## src/rtl/fetch_ctrl_if.sv

```systemverilog
// Fetch-controller bus: instruction-memory handshake plus decode-side hand-off.
interface fetch_ctrl_if;
    localparam int unsigned XLEN = 32;

    // instruction memory handshake
    logic            imem_req;
    logic [XLEN-1:0] imem_addr;
    logic            imem_ack;
    logic [XLEN-1:0] imem_rdata;
    logic            inst_ce;

    // decode-side hand-off
    logic [XLEN-1:0] pc;
    logic [XLEN-1:0] inst;
    logic            inst_valid;
    logic            stall;
    logic            redirect;
    logic [XLEN-1:0] redirect_pc;
    logic [XLEN-1:0] fetch_cnt;

    // fetch controller side
    modport master (
        output imem_req, imem_addr, inst_ce,
        output pc, inst, inst_valid, fetch_cnt,
        input  imem_ack, imem_rdata,
        input  stall, redirect, redirect_pc
    );

    // memory / decode side
    modport slave (
        input  imem_req, imem_addr, inst_ce,
        input  pc, inst, inst_valid, fetch_cnt,
        output imem_ack, imem_rdata,
        output stall, redirect, redirect_pc
    );
endinterface

```

## src/rtl/fetch_ctrl.sv

```systemverilog
// Instruction-fetch sequencer: owns the PC, runs the imem req/ack handshake,
// presents one instruction at a time to decode, and handles stalls/redirects
// including a redirect that lands while a fetch is still outstanding.
module fetch_ctrl #(
    parameter logic [31:0] RESET_PC = 32'h0000_0000,
    parameter logic [31:0] PC_INC   = 32'h0000_0004
) (
    input  logic         clk,
    input  logic         rst,
    fetch_ctrl_if.master bus
);

    localparam int unsigned XLEN    = 32;
    localparam int unsigned STATE_W = 2;

    localparam logic [STATE_W-1:0] BOOT  = 2'd0;
    localparam logic [STATE_W-1:0] FETCH = 2'd1;
    localparam logic [STATE_W-1:0] VALID = 2'd2;

    localparam logic [XLEN-1:0] ALIGN_MASK = {{(XLEN-2){1'b1}}, 2'b00};

    logic [STATE_W-1:0] state_q, state_d;
    logic [XLEN-1:0]    pc_q, pc_d;
    logic [XLEN-1:0]    addr_q, addr_d;
    logic               req_q, req_d;
    logic               ce_q, ce_d;
    logic [XLEN-1:0]    inst_q, inst_d;
    logic               valid_q, valid_d;
    logic [XLEN-1:0]    cnt_q, cnt_d;
    logic               pend_flush_q, pend_flush_d;
    logic [XLEN-1:0]    pend_pc_q, pend_pc_d;

    logic [XLEN-1:0]    redirect_tgt_c;
    logic [XLEN-1:0]    flush_tgt_c;
    logic [XLEN-1:0]    pc_inc_c;
    logic               ack_c;

    // Word-aligned redirect target, sequential successor, and qualified ack
    always_comb begin
        redirect_tgt_c = bus.redirect_pc & ALIGN_MASK;
        pc_inc_c       = pc_q + PC_INC;
        ack_c          = req_q & bus.imem_ack;
        flush_tgt_c    = bus.redirect ? redirect_tgt_c : pend_pc_q;
    end

    // Next-state and next-output logic
    always_comb begin
        state_d      = state_q;
        pc_d         = pc_q;
        addr_d       = addr_q;
        req_d        = req_q;
        ce_d         = ce_q;
        inst_d       = inst_q;
        valid_d      = valid_q;
        cnt_d        = cnt_q;
        pend_flush_d = pend_flush_q;
        pend_pc_d    = pend_pc_q;

        case (state_q)
            BOOT: begin
                ce_d    = 1'b1;
                req_d   = 1'b1;
                addr_d  = pc_q;
                state_d = FETCH;
            end

            FETCH: begin
                if (ack_c) begin
                    if (pend_flush_q || bus.redirect) begin
                        // Returned word belongs to the abandoned path: drop it
                        pc_d         = flush_tgt_c;
                        addr_d       = flush_tgt_c;
                        pend_flush_d = 1'b0;
                        req_d        = 1'b1;
                    end else begin
                        inst_d  = bus.imem_rdata;
                        valid_d = 1'b1;
                        req_d   = 1'b0;
                        state_d = VALID;
                    end
                end else if (bus.redirect) begin
                    // Address must stay stable until ack; remember the target
                    pend_flush_d = 1'b1;
                    pend_pc_d    = redirect_tgt_c;
                end
            end

            VALID: begin
                if (bus.redirect) begin
                    // Squash the held instruction; it is not counted
                    valid_d = 1'b0;
                    pc_d    = redirect_tgt_c;
                    addr_d  = redirect_tgt_c;
                    req_d   = 1'b1;
                    state_d = FETCH;
                end else if (!bus.stall) begin
                    cnt_d   = cnt_q + XLEN'(1);
                    pc_d    = pc_inc_c;
                    addr_d  = pc_inc_c;
                    valid_d = 1'b0;
                    req_d   = 1'b1;
                    state_d = FETCH;
                end
            end

            default: begin
                req_d   = 1'b0;
                ce_d    = 1'b0;
                valid_d = 1'b0;
                state_d = BOOT;
            end
        endcase
    end

    // State and output registers, synchronous reset
    always_ff @(posedge clk) begin
        if (rst) begin
            state_q      <= BOOT;
            pc_q         <= RESET_PC;
            addr_q       <= RESET_PC;
            req_q        <= 1'b0;
            ce_q         <= 1'b0;
            inst_q       <= '0;
            valid_q      <= 1'b0;
            cnt_q        <= '0;
            pend_flush_q <= 1'b0;
            pend_pc_q    <= '0;
        end else begin
            state_q      <= state_d;
            pc_q         <= pc_d;
            addr_q       <= addr_d;
            req_q        <= req_d;
            ce_q         <= ce_d;
            inst_q       <= inst_d;
            valid_q      <= valid_d;
            cnt_q        <= cnt_d;
            pend_flush_q <= pend_flush_d;
            pend_pc_q    <= pend_pc_d;
        end
    end

    assign bus.imem_req   = req_q;
    assign bus.imem_addr  = addr_q;
    assign bus.inst_ce    = ce_q;
    assign bus.pc         = pc_q;
    assign bus.inst       = inst_q;
    assign bus.inst_valid = valid_q;
    assign bus.fetch_cnt  = cnt_q;

endmodule

```

## src/flat_wrapper.sv

```systemverilog
// flat-port wrapper written by rule: the top's interface ports become plain ports
module fetch_ctrl_flat 
#(
    parameter logic [31:0] RESET_PC = 32'h0000_0000,
    parameter logic [31:0] PC_INC   = 32'h0000_0004
)
  (clk, rst, bus_imem_req, bus_imem_addr, bus_inst_ce, bus_pc, bus_inst, bus_inst_valid, bus_fetch_cnt, bus_imem_ack, bus_imem_rdata, bus_stall, bus_redirect, bus_redirect_pc);
  fetch_ctrl_if bus_i ();
  input  logic clk;
  input  logic rst;
  output wire logic [$bits(bus_i.imem_req)-1:0] bus_imem_req;
  output wire logic [$bits(bus_i.imem_addr)-1:0] bus_imem_addr;
  output wire logic [$bits(bus_i.inst_ce)-1:0] bus_inst_ce;
  output wire logic [$bits(bus_i.pc)-1:0] bus_pc;
  output wire logic [$bits(bus_i.inst)-1:0] bus_inst;
  output wire logic [$bits(bus_i.inst_valid)-1:0] bus_inst_valid;
  output wire logic [$bits(bus_i.fetch_cnt)-1:0] bus_fetch_cnt;
  input wire logic [$bits(bus_i.imem_ack)-1:0] bus_imem_ack;
  input wire logic [$bits(bus_i.imem_rdata)-1:0] bus_imem_rdata;
  input wire logic [$bits(bus_i.stall)-1:0] bus_stall;
  input wire logic [$bits(bus_i.redirect)-1:0] bus_redirect;
  input wire logic [$bits(bus_i.redirect_pc)-1:0] bus_redirect_pc;
  assign bus_imem_req = bus_i.imem_req;
  assign bus_imem_addr = bus_i.imem_addr;
  assign bus_inst_ce = bus_i.inst_ce;
  assign bus_pc = bus_i.pc;
  assign bus_inst = bus_i.inst;
  assign bus_inst_valid = bus_i.inst_valid;
  assign bus_fetch_cnt = bus_i.fetch_cnt;
  assign bus_i.imem_ack = bus_imem_ack;
  assign bus_i.imem_rdata = bus_imem_rdata;
  assign bus_i.stall = bus_stall;
  assign bus_i.redirect = bus_redirect;
  assign bus_i.redirect_pc = bus_redirect_pc;
  fetch_ctrl #(.RESET_PC(RESET_PC), .PC_INC(PC_INC)) u_core (.clk(clk), .rst(rst), .bus(bus_i));
endmodule
```

## config.mk

```make
export PLATFORM = sky130hd
export DESIGN_NAME = fetch_ctrl_flat
export DESIGN_NICKNAME = d
export VERILOG_FILES = /design/src/rtl/fetch_ctrl_if.sv /design/src/rtl/fetch_ctrl.sv /design/src/flat_wrapper.sv
export SDC_FILE = /design/constraint.sdc
export NUM_CORES = 1
export LEC_CHECK = 0
export BUFFER_PORTS_ARGS = -buffer_cell sky130_fd_sc_hd__buf_2
export CORE_MARGIN = 4
export CORE_UTILIZATION = 59
export DETAILED_ROUTE_END_ITERATION = 8
export PLACE_DENSITY = 0.92
export SETUP_SLACK_MARGIN = 0.3
export SKIP_CTS_REPAIR_TIMING = 1
export SLEW_MARGIN = 20
export SYNTH_ARGS = -nofsm -noshare
export SYNTH_HDL_FRONTEND = slang
export SYNTH_SLANG_ARGS = --single-unit
```

## constraint.sdc

```tcl
create_clock -name clk -period 5.7 [get_ports clk]
set_input_delay 1.14 -clock clk [delete_from_list [all_inputs] [get_ports clk]]
set_output_delay 1.14 -clock clk [all_outputs]
set_load 0.1 [all_outputs]
```

---- After elaboration in Yosys (flattened, before gate mapping) ----
Cells that the tools add are included.
cells by class
  $add $sub $neg .......................... 2
  equal/unequal tests ..................... 7
  muxes and demuxes ....................... 26
  bitwise logic cells ..................... 6
  reductions and logical operators ........ 15
operators by type and width
  kind                   count
  $mux 32                5
  $pmux 32 s3            1
  $pmux 32 s2            1
  $add 32x1->32 const B  1
  $add 32x3->32 const B  1
  $reduce_and 3->1       4
  $reduce_and 4->1       3
  $mux 1                 11
  $mux 2                 4
  $pmux 1 s3             2
  $pmux 2 s3             1
  $not 1->1              5
  $ne 2x1->1 const B     2
  $ne 2x2->1 const B     2
  $reduce_and 2->1       2
  $reduce_bool 2->1      2
  $ne 3x3->1 const B     1
  $reduce_bool 3->1      1
  $eq 2x1->1 const B     1
  $eq 2x2->1 const B     1
  $logic_not 2->1        1
  $pmux 1 s2             1
  $reduce_or 2->1        1
  $and 1x1->1            1
  $logic_or 1x1->1       1
word-level totals
  register bits after elaboration ......... 166
  bits of input ports ..................... 69
  output and inout port bits .............. 131
  word-level logic and storage cells ...... 66

---- Depth between registers and ports, before layout ----
Gate-level depths: netlist (run 1).
  depth in word-level cells ............... 4
  gate-level depth with buffers ........... 10
  depth with buffers taken out ............ 7

---- Least setup slack after synthesis (run 1) ----
Ideal clock, no wire load.
  path kind ............................... register -> register
  start ................................... register u_core.pc_q[4], in the netlist u_core.bus.pc[4]
  end ..................................... register u_core.pc_q[29], in the netlist u_core.bus.pc[29]
  library setup time ...................... 0.084 ns
  arrival time ............................ 2.785 ns
  data required time ...................... 5.616 ns
  slack ................................... 2.831 ns
  cell stages (with the launch flop) ...... 7
  path buffers ............................ 1
  clock period less this slack ............ 2.869 ns
  cells stage by stage .................... dfxtp_1 > buf_2 > nand4_1 > or3_4 > or4_1 > o31a_1 > o31ai_2
on the way
  cells in the longest elaborated chain, start to end .. 4
RTL lines
  item                    RTL line           RTL
  from (decl)             fetch_ctrl.sv:23   logic [XLEN-1:0] pc_q, pc_d;
  from (signal assigned)  fetch_ctrl.sv:130  pc_q <= pc_d;
  $add 32x3->32           fetch_ctrl.sv:41   pc_inc_c = pc_q + PC_INC;
  $mux 32                 fetch_ctrl.sv:96   end else if (!bus.stall) begin
  $mux 32                 fetch_ctrl.sv:89   if (bus.redirect) begin
  $pmux 32 s2             fetch_ctrl.sv:59   case (state_q)
Every way passes these cells. The select of a mux whose other input is x is not followed.
A chain may end at the register's enable or synchronous reset.

---- Final worst setup path (run 1) ----
  start ................................... input port bus_redirect
  end ..................................... register u_core.pc_q[9], in the netlist u_core.bus.pc[9]
on the way
  cells in the longest elaborated chain, start to end .. 4
  elaborated cells between the ends (all ways) .. 9
  classes of those cells .................. eq/ne: 2; mux: 5; reduce/logical: 2
RTL lines
  item         RTL line            RTL
  from (decl)  flat_wrapper.sv:21  input wire logic [$bits(bus_i.redirect)-1:0] bus_redirect;
  $mux 32      n/a
  $mux 32      fetch_ctrl.sv:69    if (pend_flush_q || bus.redirect) begin
  $mux 32      fetch_ctrl.sv:68    if (ack_c) begin
  $pmux 32 s2  fetch_ctrl.sv:59
Parallel ways exist; a longest one is shown, timed or not. The select of a mux whose other input is x is not followed.

==> results of run 1 <==
[logic make-up (layout without fill, tap and decap cells)]
kind of cell	count (synthesis)	count (layout)	synth area share
and+or+nand+nor	440	440	0.245
AOI/OAI and AO/OA	332	332	0.242
DFF	166	166	0.382
buffers and inverters	118	266	0.0532
muxes	36	36	0.0443
xor gates and xnor gates	24	24	0.0242
adders and majority gates	6	6	0.00863
[path summary, 6_finish.rpt]
path,to,cells past startpoint,from
min reg2reg,u_core.bus.inst[22],2,u_core.bus.inst[22]
max reg2reg,u_core.bus.imem_addr[25],7,u_core.state_q[1]
max,u_core.bus.pc[9],7,bus_redirect
min,u_core.bus.inst[22],2,u_core.bus.inst[22]
[stage by stage]
stage               utilization  instance area, um^2  total power (W)
floorplan                     -                 8700          0.00418
global placement          0.667                 9660          0.00477
detailed placement        0.668                 9670          0.00483
CTS                       0.710                10300          0.00605
global route              0.710                10300          0.00638
finish                    0.710                10300          0.00609
[placed cells by master (no fill, tap or decap), types with 7 or more instances in the layout]
cell type  count
buf_2        196
nand2_1      172
dfxtp_1      166
a21oi_1      120
nor2_1        91
o21ai_0       66
nor3_1        30
a221oi_1      29
nand3_1       22
nand4_1       22
inv_1         21
mux2_2        20
a211oi_1      17
clkbuf_16     17
buf_4         17
mux2i_1       16
o22ai_1       15
xor2_1        13
nor2b_1       12
or3_1         12
a21o_1        11
xnor2_1       11
nor4_1        11
and3_1        10
a31oi_1       10
a22oi_1       10
nand2b_1       9
and2_1         9
and4_1         8
or4_1          7
[worst min-delay path: stages, from the launching register on]
cell and delay (ps):
dfxtp_1 300, nand2_1 50, a21oi_1 50
[sequential cells by signal (all words and copies together) (netlist names)]
name                   flops
u_core.bus.pc             32
u_core.bus.fetch_cnt      32
u_core.bus.inst_ce         1
u_core.bus.inst_valid      1
u_core.pend_flush_q        1
u_core.bus.imem_req        1
u_core.pend_pc_q          32
u_core.bus.imem_addr      32
u_core.bus.inst           32
u_core.state_q             2
[power groups by stage]
stage          logic, W  clock network (W)  registers (W)
4_1_cts         0.00320            0.00121        0.00163
5_1_grt         0.00344            0.00127        0.00167
2_1_floorplan   0.00130                  0        0.00288
3_3_place_gp    0.00312                  0        0.00165
3_5_place_dp    0.00318                  0        0.00165
6_report        0.00324            0.00121        0.00164
[routing by layer]
metal / global-route usage / wire length [um] / vias up
met5: 0 / 0 / -
met4: 0.128 / 769 / 0
met3: 0.0977 / 3190 / 92
met2: 0.507 / 12700 / 586
met1: 0.398 / 10400 / 4315
li1: - / - / 4305
[final cells by class]
cell class / count / share of cell area
repair buffers: 213 / 0.108
well taps: 184 / 0.0224
multi-input cells: 838 / 0.479
clock buffers: 20 / 0.0454
clock inverters: 12 / 0.0145
flip-flops and latches: 166 / 0.323
inverters: 21 / 0.00766
==> impl_summary.md, run 1 <==
GRT
The number of antenna violations at the first check in global routing is 0. The total overflow reported by the global router is 0. The first global-routing pass estimated 43,300 um of wire.

The global-route total usage across every layer is 0.316. The via count of the first global-routing pass is 8,853. The maximum number of pins on one net before global-route repair is 77.

Detailed routing
The number of antenna-violating nets in the routed design is 0. The number of design rule violations left after detail routing is 0. The total wire length after detailed routing is 27,100 um.

For this run, the detailed router's first-pass iteration total came to 6. In the routed layout, each cell is associated on average with a via count of 6.39. The routed layout has 9,298 vias. After detailed routing, the average wire length per cell comes to 18.6 um.

The detailed router finished its first iteration with 1,221 violations.

Pwr
Of the total power, the share spent switching nets is 0.532. The share of total power dissipated in sequential elements is 0.270. Of the total power, combinational logic draws 0.532. The switching power summed over all nets is 0.00324 W. The total leakage power is 4.19 nW. The peak supply drop is 0.364 mV. The internal portion of the total power is 0.00285 W. The clock share of power is 0.198. Dividing total power by cell area gives a power density of 592 mW/mm^2.

Logic synthesis
The Yosys step of the flow raised 0 warnings. In this run the mean area of a mapped cell was 7.75 um^2. The mapped netlist covers 0.00870 mm^2. The async set-reset flop share out of synthesis is 0. Synthesis produced a netlist with a net count of 1,197. Counting every instance in the synthesized netlist gives 1,122. By instance count, the leading cell after synthesis is nand2_1. The cell type contributing the most total cell area after synthesis is dfxtp_1. The dominant register cell in the synthesized netlist is dfxtp_1. The number of distinct library cells after synthesis is 66. In this run, synthesis produced a sequential element count of 166. Counting flops with a built-in enable in the synthesized netlist gives 0. The share of the synthesized area in the top cell type is 0.382. Of the synthesized area, sequential elements account for 0.382. Sorting the synthesized cells by area gives the leading types as dfxtp_1 (38%), nand2_1 (7.5%), a21oi_1 (6.9%), nor2_1 (3.9%), o21ai_0 (3.8%). The commonest cells after synthesis are nand2_1 (173), dfxtp_1 (166), a21oi_1 (120), nor2_1 (91), clkbuf_1 (73).

Place
The half-perimeter wire length after detailed placement is 17,000 um. At the end of routability-driven placement, the weighted congestion stood at 0.913. The post-place setup slack is 1830 ps. The number of cells after detailed placement is 1,422. The total of buffers placed on input and output ports is 197.

Layout
After filler insertion, the fill cell instance count of the layout stands at 1,132. The multi-input combinational cells in the finished layout cover a total of 0.00493 mm^2. Of the cells placed in the final design, the portion with a size suffix greater than 1 is 0.227. The final non-filler cell total is 1,454. The area added between synthesis and finish is 18.2%. The final layout contains 1,332 nets.

The sequential cells in the finished layout cover a total of 0.00332 mm^2. The number of antenna diodes in the final layout is 0.

STA
The transition time at the pin with the least slew margin is 1120 ps. The final clock skew is 8.77 ps. The maximum clock rate is 0.283 GHz. The accumulated negative setup slack is 0 ps.

The setup violation total in the final timing report is 0. Setup repair after global routing left no endpoint under its margin. The number of hold violations in the final report came to 0.

Of the available clock period, the critical path in the final layout requires 0.621. Measured against its own limit, the worst slew margin works out to 0.246. The count of final max-slew check failures is 0. The smallest hold slack is 451 ps. The shortest period the worst path allows is 3540 ps. The post-route worst setup slack is 2160 ps.

Clocking
The TritonCTS clock tree is yes. The number of buffers created by CTS is 17. The clock transition time at the flip-flop clock pins of the worst setup and hold paths is 60 ps. The clock root buffer master is clkbuf_16. In this run the number of H-tree levels came out at 4.

The clock latency on the worst-skew pair is 430 ps. The clock net in this run drives a total of 166 sinks. The maximum clock insertion buffer count is 2.

Setup path
The largest fanout on the critical path is 30. The delay of the slowest cell on the worst path is 980 ps. The family of cells with the greatest summed delay on the critical path is compound AO/OA/AOI/OAI gates. The data required time of the critical path is 6040 ps. The most common cell type on the critical path is buf_4.

The element type at the critical path end is a flop. The largest individual stage delay along the critical path comes from the cell a2111oi_4. Across all register-to-register paths, the minimum setup slack is 2610 ps. The startpoint-to-endpoint class of the critical path is input port to flop.

Walking the worst path, the cells encountered are buf_2 > nor2b_1 > buf_4 > a2111oi_4 > buf_4 > o21ai_0 > a221oi_1. At the worst endpoint, the arrival time is 3880 ps. Together, buffers and inverters on the worst path number 3. The worst setup path is launched from an input port.

Job
The tool flagged a number of max-cap violations equal to 0.

Floorplan
For this configuration, the core starts out at a cell density of 0.601. The number of rows created at floorplan is 44. 200 I/O pins were placed. The die is 129 um wide. The floorplan step defined a die boundary enclosing 0.0168 mm^2. The core region is 0.0145 mm^2.

From bottom edge to top edge, the die measures 129 um.

Min path
In this run the worst hold path is classified as flop to flop.

Status
The run finished with clean final reports.
No activity file was read; power rests on OpenSTA's default activity.
==> run 2: changes to the inputs <==
Settings changed: CORE_UTILIZATION 59 to 55, PLACE_DENSITY 0.92 to 0.87.
Clock period 5.7 ns to 3.4 ns, I/O delays scaled along.
==> impl_summary.md, run 2 (same netlist as run 1, synthesis figures left out) <==
Min path
The class of the worst hold path is flop to flop (unchanged). The start point of the worst min-delay path is u_core.bus.inst[6] (was u_core.bus.inst[22]).

Floorplan
The initial core utilization is 0.566 (was 0.601). The number of rows created at floorplan is 45 (was 44). The top-level I/O count is 200 (unchanged).

The floorplan die area was 0.0179 mm^2 (was 0.0168 mm^2). The placeable core region is 0.0154 mm^2 (was 0.0145 mm^2). The vertical extent of the die is 134 um (was 129 um). The horizontal extent of the die came to 134 um (was 129 um).

Job
The max-cap violation count is 0 (unchanged).

Detailed routing
The number of DRC violations after detailed-routing iteration 0 is 1,079 (was 1,221). The detail-routed net length per standard cell was 17.8 um (was 18.6 um). The total wire length after detailed routing came to 26,600 um (was 27,100 um). The number of design rule violations left after detail routing is 0 (unchanged).

The detail-routed via count per cell is 6.18 (was 6.39). The via count was 9,245 (was 9,298). The number of detailed-route iterations in the first pass came to 6 (unchanged). The number of antenna-violating nets in the routed design is 0 (unchanged).

Clocking
The number of buffers created by CTS is 17 (unchanged). The maximum clock insertion buffer count is 2 (unchanged). The clock root buffer master was clkbuf_16 (unchanged). The clock transition time at the flip-flop clock pins of the worst setup and hold paths was 70 ps (was 60 ps).

The TritonCTS clock tree is yes (unchanged). The clock latency on the worst-skew pair is 430 ps (about the same). The clock sink count is 166 (unchanged). The level count of the clock H-tree is 4 (unchanged).

Setup path
The worst reg-to-reg path cell count is 8 (was 7). The startpoint-to-endpoint class of the critical path is flop to flop (was input port to flop). The data arrival at the endpoint of the critical path is 3210 ps (was 3880 ps). The family of cells with the greatest summed delay on the critical path is compound AO/OA/AOI/OAI gates (unchanged). The instance count on the critical path is 8 (was 7). The library cell contributing the largest single delay on the critical path was nand2_1 (was a2111oi_4). The buffers plus inverters on the worst setup path is 2 (was 3).

The source of the critical timing path was u_core.state_q[1] (was bus_redirect). The worst reg-to-reg setup slack is 530 ps (was 2610 ps). The delay of the slowest cell on the worst path is 450 ps (was 980 ps).

The termination of the worst setup path is u_core.bus.imem_addr[19] (was u_core.bus.pc[9]). The nature of the critical path startpoint is a flop (was input port). The data required time of the critical path came to 3740 ps (was 6040 ps).

The endpoint of the worst register-to-register path is u_core.bus.imem_addr[19] (was u_core.bus.imem_addr[25]). Ordered list of cells on the worst path: inv_1 > ha_1 > a21boi_1 > buf_4 > a2111o_1 > nor2_1 > nand2_1 > o22ai_1 (was buf_2 > nor2b_1 > buf_4 > a2111oi_4 > buf_4 > o21ai_0 > a221oi_1). The critical register-to-register path startpoint is u_core.state_q[1] (unchanged).

The largest fanout on the critical path is 17 (was 30). The element type at the critical path end is a flop (unchanged).

STA
The smallest hold slack is 451 ps (about the same). The setup violation total in the final timing report is 0 (unchanged). The worst path in the final design needs a cycle of 2870 ps, including I/O delays and setup. The max-slew headroom at the worst pin is 0.489 (was 0.246). Based on the critical path, the design can be clocked at up to 0.349 GHz. The transition time at the pin with the least slew margin came to 767 ps (was 1120 ps). The final clock skew is 6.78 ps (was 8.77 ps). The post-route worst setup slack was 533 ps (was 2160 ps).

RSZ-0062 raised after global routing: no (unchanged). The count of final max-slew check failures was 0 (unchanged). The number of hold violations in the final report is 0 (unchanged). The post-route clock period utilization is 0.843. The accumulated negative setup slack was 0 ps (unchanged).

GRT
The via count of the first global-routing pass is 8,621 (was 8,853). The global-route total usage across every layer was 0.289 (was 0.316). The total overflow reported by the global router is 0 (unchanged).

The wire length of the first global-routing pass is 42,900 um (was 43,300 um). The number of antenna violations at the first check in global routing is 1 (was 0). The maximum number of pins on one net before global-route repair is 62 (was 77).

Pwr
The total leakage power is 4.21 nW (was 4.19 nW). The power density of the placed cells is 978 mW/mm^2 (was 592 mW/mm^2). The peak supply drop came to 0.594 mV (was 0.364 mV).

Layout
The share of final-layout standard cells stronger than drive strength 1 is 0.231 (was 0.227). The filler cell count in the final layout is 1,314 (was 1,132). The number of nets in the layout is 1,345 (was 1,332). The commonest non-fill, non-tap cell in the layout is buf_2 (unchanged). The area added between synthesis and finish is 19.5% (was 18.2%). Most frequent cells in the layout: buf_2 (196), nand2_1 (173), dfxtp_1 (166), a21oi_1 (120), nor2_1 (91) (was buf_2 (196), nand2_1 (172), dfxtp_1 (166), a21oi_1 (120), nor2_1 (91)).

Place
The total of buffers placed on input and output ports is 197 (unchanged). The final estimated routing congestion in global placement came to 0.884 (was 0.913). The half-perimeter wire length after detailed placement is 17,700 um (was 17,000 um). The post-place setup slack is 556 ps (was 1830 ps).

Status
Result of the run: complete, no violations (unchanged).
## run 2: how the worst min path moves through the flow
stage	depth (start not counted)	slack, ps	end
2_1_floorplan	2	440	u_core.pend_pc_q[9]
3_3_place_gp	2	440	u_core.bus.inst[20]
3_5_place_dp	2	440	u_core.bus.inst[6]
4_1_cts	2	450	u_core.bus.inst[6]
5_1_grt	2	470	u_core.bus.inst[20]
6_report	2	450	u_core.bus.inst[6]
## run 2: worst min-delay path, stage by stage, from the launching register on
cell     delay (ps)
dfxtp_1         310
nand2_1          50
a21oi_1          50
## run 2: stage by stage
| step | power [W] | std cells | area, um^2 | util |
|---|---|---|---|---|
| 2_1_floorplan | 0.00701 | 1122 | 8700 | - |
| 3_3_place_gp | 0.00806 | 1462 | 9810 | 0.638 |
| 3_5_place_dp | 0.00817 | 1462 | 9810 | 0.638 |
| 4_1_cts | 0.0101 | 1494 | 10400 | 0.676 |
| 5_1_grt | 0.0106 | 1495 | 10400 | 0.676 |
| 6_report | 0.0102 | 1495 | 10400 | 0.676 |
## run 2: layout make-up
type / count / area (um^2) / area share
Antenna cell: 1 / 2.50 / 0.000241
Clock buffer: 19 / 433 / 0.0416
Clock inverter: 13 / 149 / 0.0143
Inverter: 21 / 78.8 / 0.00758
Multi-Input combinational cell: 838 / 4930 / 0.474
Sequential cell: 166 / 3320 / 0.320
Tap cell: 211 / 264 / 0.0254
Timing Repair Buffer: 226 / 1220 / 0.117
## run 2: report_power, final
group / internal (W) / leakage [nW] / switching, W
combinational: 0.00128 / 2.60 / 0.00420
sequential: 0.00234 / 1.35 / 0.000422
clock: 0.00109 / 0.263 / 0.000840
## run 2: layer usage
metal	share of wire	global-route usage	vias up
li1	-	-	4340
met1	0.40	0.370	4295
met2	0.46	0.466	548
met3	0.12	0.0806	62
met4	0.026	0.109	0
met5	0	0	-
==> run 3: changes to the inputs <==
Clock period 3.4 ns to 3 ns, I/O delays scaled along.
==> impl_summary.md, run 3 (same netlist as run 1, synthesis figures left out) <==
Status
Result of the run: complete, no violations (unchanged).

Setup path
The data required time of the critical path is 3280 ps (was 3740 ps). The largest fanout on the critical path was 21 (was 17). The startpoint-to-endpoint class of the critical path is flop to flop (unchanged). The data arrival at the endpoint of the critical path is 2800 ps (was 3210 ps). The element type at the critical path end is a flop (unchanged). The nature of the critical path startpoint is a flop (unchanged).

STA
The max-slew headroom at the worst pin came to 0.576 (was 0.489). The number of hold violations in the final report is 0 (unchanged). The transition time at the pin with the least slew margin is 636 ps (was 767 ps).

RSZ-0062 raised after global routing: no (unchanged). The smallest hold slack is 396 ps (was 451 ps). The count of final max-slew check failures is 0 (unchanged). The post-route clock period utilization is 0.840 (was 0.843). The maximum clock rate is 0.397 GHz (was 0.349 GHz).

The setup violation total in the final timing report is 0 (unchanged). The accumulated negative setup slack is 0 ps (unchanged). The shortest period the worst path allows came to 2520 ps (was 2870 ps).

The final clock skew was 11.9 ps (was 6.78 ps).

Pwr
The cell-internal power is 0.00530 W (was 0.00470 W). The clock share of power is 0.186 (was 0.190). The overall power consumption is 0.0116 W (was 0.0102 W). The total leakage power came to 4.28 nW (was 4.21 nW). The power density of the placed cells was 1100 mW/mm^2 (was 978 mW/mm^2). The switching power summed over all nets is 0.00625 W (was 0.00546 W).

The fraction of power consumed by combinational cells is 0.544 (was 0.539). The peak supply drop is 0.662 mV (was 0.594 mV). The portion of total power attributed to sequential cells is 0.270 (was 0.271). The switching share of power is 0.541 (was 0.537).

GRT
The global-route total usage across every layer is 0.291 (was 0.289). The number of antenna violations at the first check in global routing is 3 (was 1). The wire length of the first global-routing pass is 42,900 um (about the same). The maximum number of pins on one net before global-route repair is 96 (was 62). The total overflow reported by the global router is 0 (unchanged). The via count of the first global-routing pass is 8,676 (was 8,621).

Detailed routing
The total wire length after detailed routing was 27,000 um (was 26,600 um). The number of antenna-violating nets in the routed design is 0 (unchanged). The number of detailed-route iterations in the first pass is 6 (unchanged).

The number of design rule violations left after detail routing is 0 (unchanged). The detail-routed net length per standard cell was 17.9 um (was 17.8 um). The via count was 9,395 (was 9,245). The detail-routed via count per cell came to 6.24 (was 6.18).

The number of DRC violations after detailed-routing iteration 0 is 1,029 (was 1,079).

Floorplan
The initial core utilization is 0.566 (unchanged). The number of rows created at floorplan is 45 (unchanged). The floorplan die area came to 0.0179 mm^2 (unchanged). The placeable core region is 0.0154 mm^2 (unchanged). The horizontal extent of the die was 134 um (unchanged). The vertical extent of the die is 134 um (unchanged). The top-level I/O count is 200 (unchanged).

Clocking
The number of buffers created by CTS was 17 (unchanged). The clock sink count is 166 (unchanged). The TritonCTS clock tree was yes (unchanged). The maximum clock insertion buffer count was 2 (unchanged). The clock latency on the worst-skew pair is 440 ps (was 430 ps). The clock root buffer master was clkbuf_16 (unchanged).

The level count of the clock H-tree came to 4 (unchanged). The clock transition time at the flip-flop clock pins of the worst setup and hold paths is 70 ps (about the same).

Layout
The number of nets in the layout is 1,354 (was 1,345). The commonest non-fill, non-tap cell in the layout is buf_2 (unchanged). Most frequent cells in the layout: buf_2 (196), nand2_1 (171), dfxtp_1 (152), a21oi_1 (120), nor2_1 (91) (was buf_2 (196), nand2_1 (173), dfxtp_1 (166), a21oi_1 (120), nor2_1 (91)). The area added between synthesis and finish is 20.7% (was 19.5%). The final non-filler cell area was 0.0105 mm^2 (was 0.0104 mm^2).

The share of final-layout standard cells stronger than drive strength 1 was 0.250 (was 0.231).

Min path
The class of the worst hold path is input port to flop (was flop to flop).

Place
The half-perimeter wire length after detailed placement is 17,900 um (was 17,700 um). The total of buffers placed on input and output ports is 197 (unchanged). The area after detailed placement is 0.00990 mm^2 (was 0.00981 mm^2). The final estimated routing congestion in global placement is 0.899 (was 0.884).

Job
The max-cap violation count is 0 (unchanged).
-- run 3: cell count changes in the layout (fill, tap and decap cells not counted), moves of 2 or more --
cell and change:
dfxtp_1 -14, dfxtp_2 +14, buf_4 +7, inv_8 +4, clkinvlp_4 -3, clkinv_2 +2
nand2_1 -2, nand2_2 +2
-- run 3: power groups by stage --
stage	Clock [W]	Sequential, W	Combinational (W)
floorplan	0	0.00548	0.00248
global placement	0	0.00313	0.00606
detailed placement	0	0.00314	0.00614
CTS	0.00217	0.00310	0.00617
global route	0.00226	0.00317	0.00663
finish	0.00215	0.00312	0.00628
-- run 3: worst max-delay path, stage by stage (launching register included) --
cell and delay (ps):
dfxtp_1 380, inv_1 90, ha_1 220, nor2b_1 130, buf_4 230, a2111oi_2 540, nand2_2 320, a221oi_1 330
a221oi_1 120
-- run 3: metrics by stage --
stage                     std cells  utilization  worst slack [ps]
after floorplan                1122            -               244
after global placement         1471        0.644               469
after detailed placement       1471        0.644               387
after CTS                      1503        0.681               339
after global routing           1505        0.683               365
final                          1505        0.683               479
-- run 3: cell type report --
class | instances | area [um^2]
multi-input cells | 838 | 4930
fillers | 1293 | 4870
flip-flops and latches | 166 | 3340
repair buffers | 235 | 1300
clock buffers | 18 | 429
well taps | 211 | 264
clock inverters | 14 | 143
inverters | 21 | 78.8
diodes | 2 | 5.00
-- run 3: per-layer routing --
| metal | share of wire | up-vias | global-route usage | wire length (um) |
|---|---|---|---|---|
| met1 | 0.39 | 4368 | 0.358 | 10500 |
| met5 | 0.00044 | - | 0 | 12 |
| li1 | - | 4366 | - | - |
| met4 | 0.027 | 2 | 0.130 | 739 |
| met2 | 0.47 | 580 | 0.464 | 12600 |
| met3 | 0.12 | 79 | 0.0960 | 3190 |
-- run 3: final timing paths --
check	slack, ps	end	startpoint	cells after the start
worst max-delay path	480	u_core.bus.imem_addr[21]	u_core.state_q[0]	8
worst min-delay path	400	u_core.bus.inst[9]	bus_imem_rdata[9]	3
worst min register to register	450	u_core.bus.inst[30]	u_core.bus.inst[30]	2
worst max register to register	480	u_core.bus.imem_addr[21]	u_core.state_q[0]	8
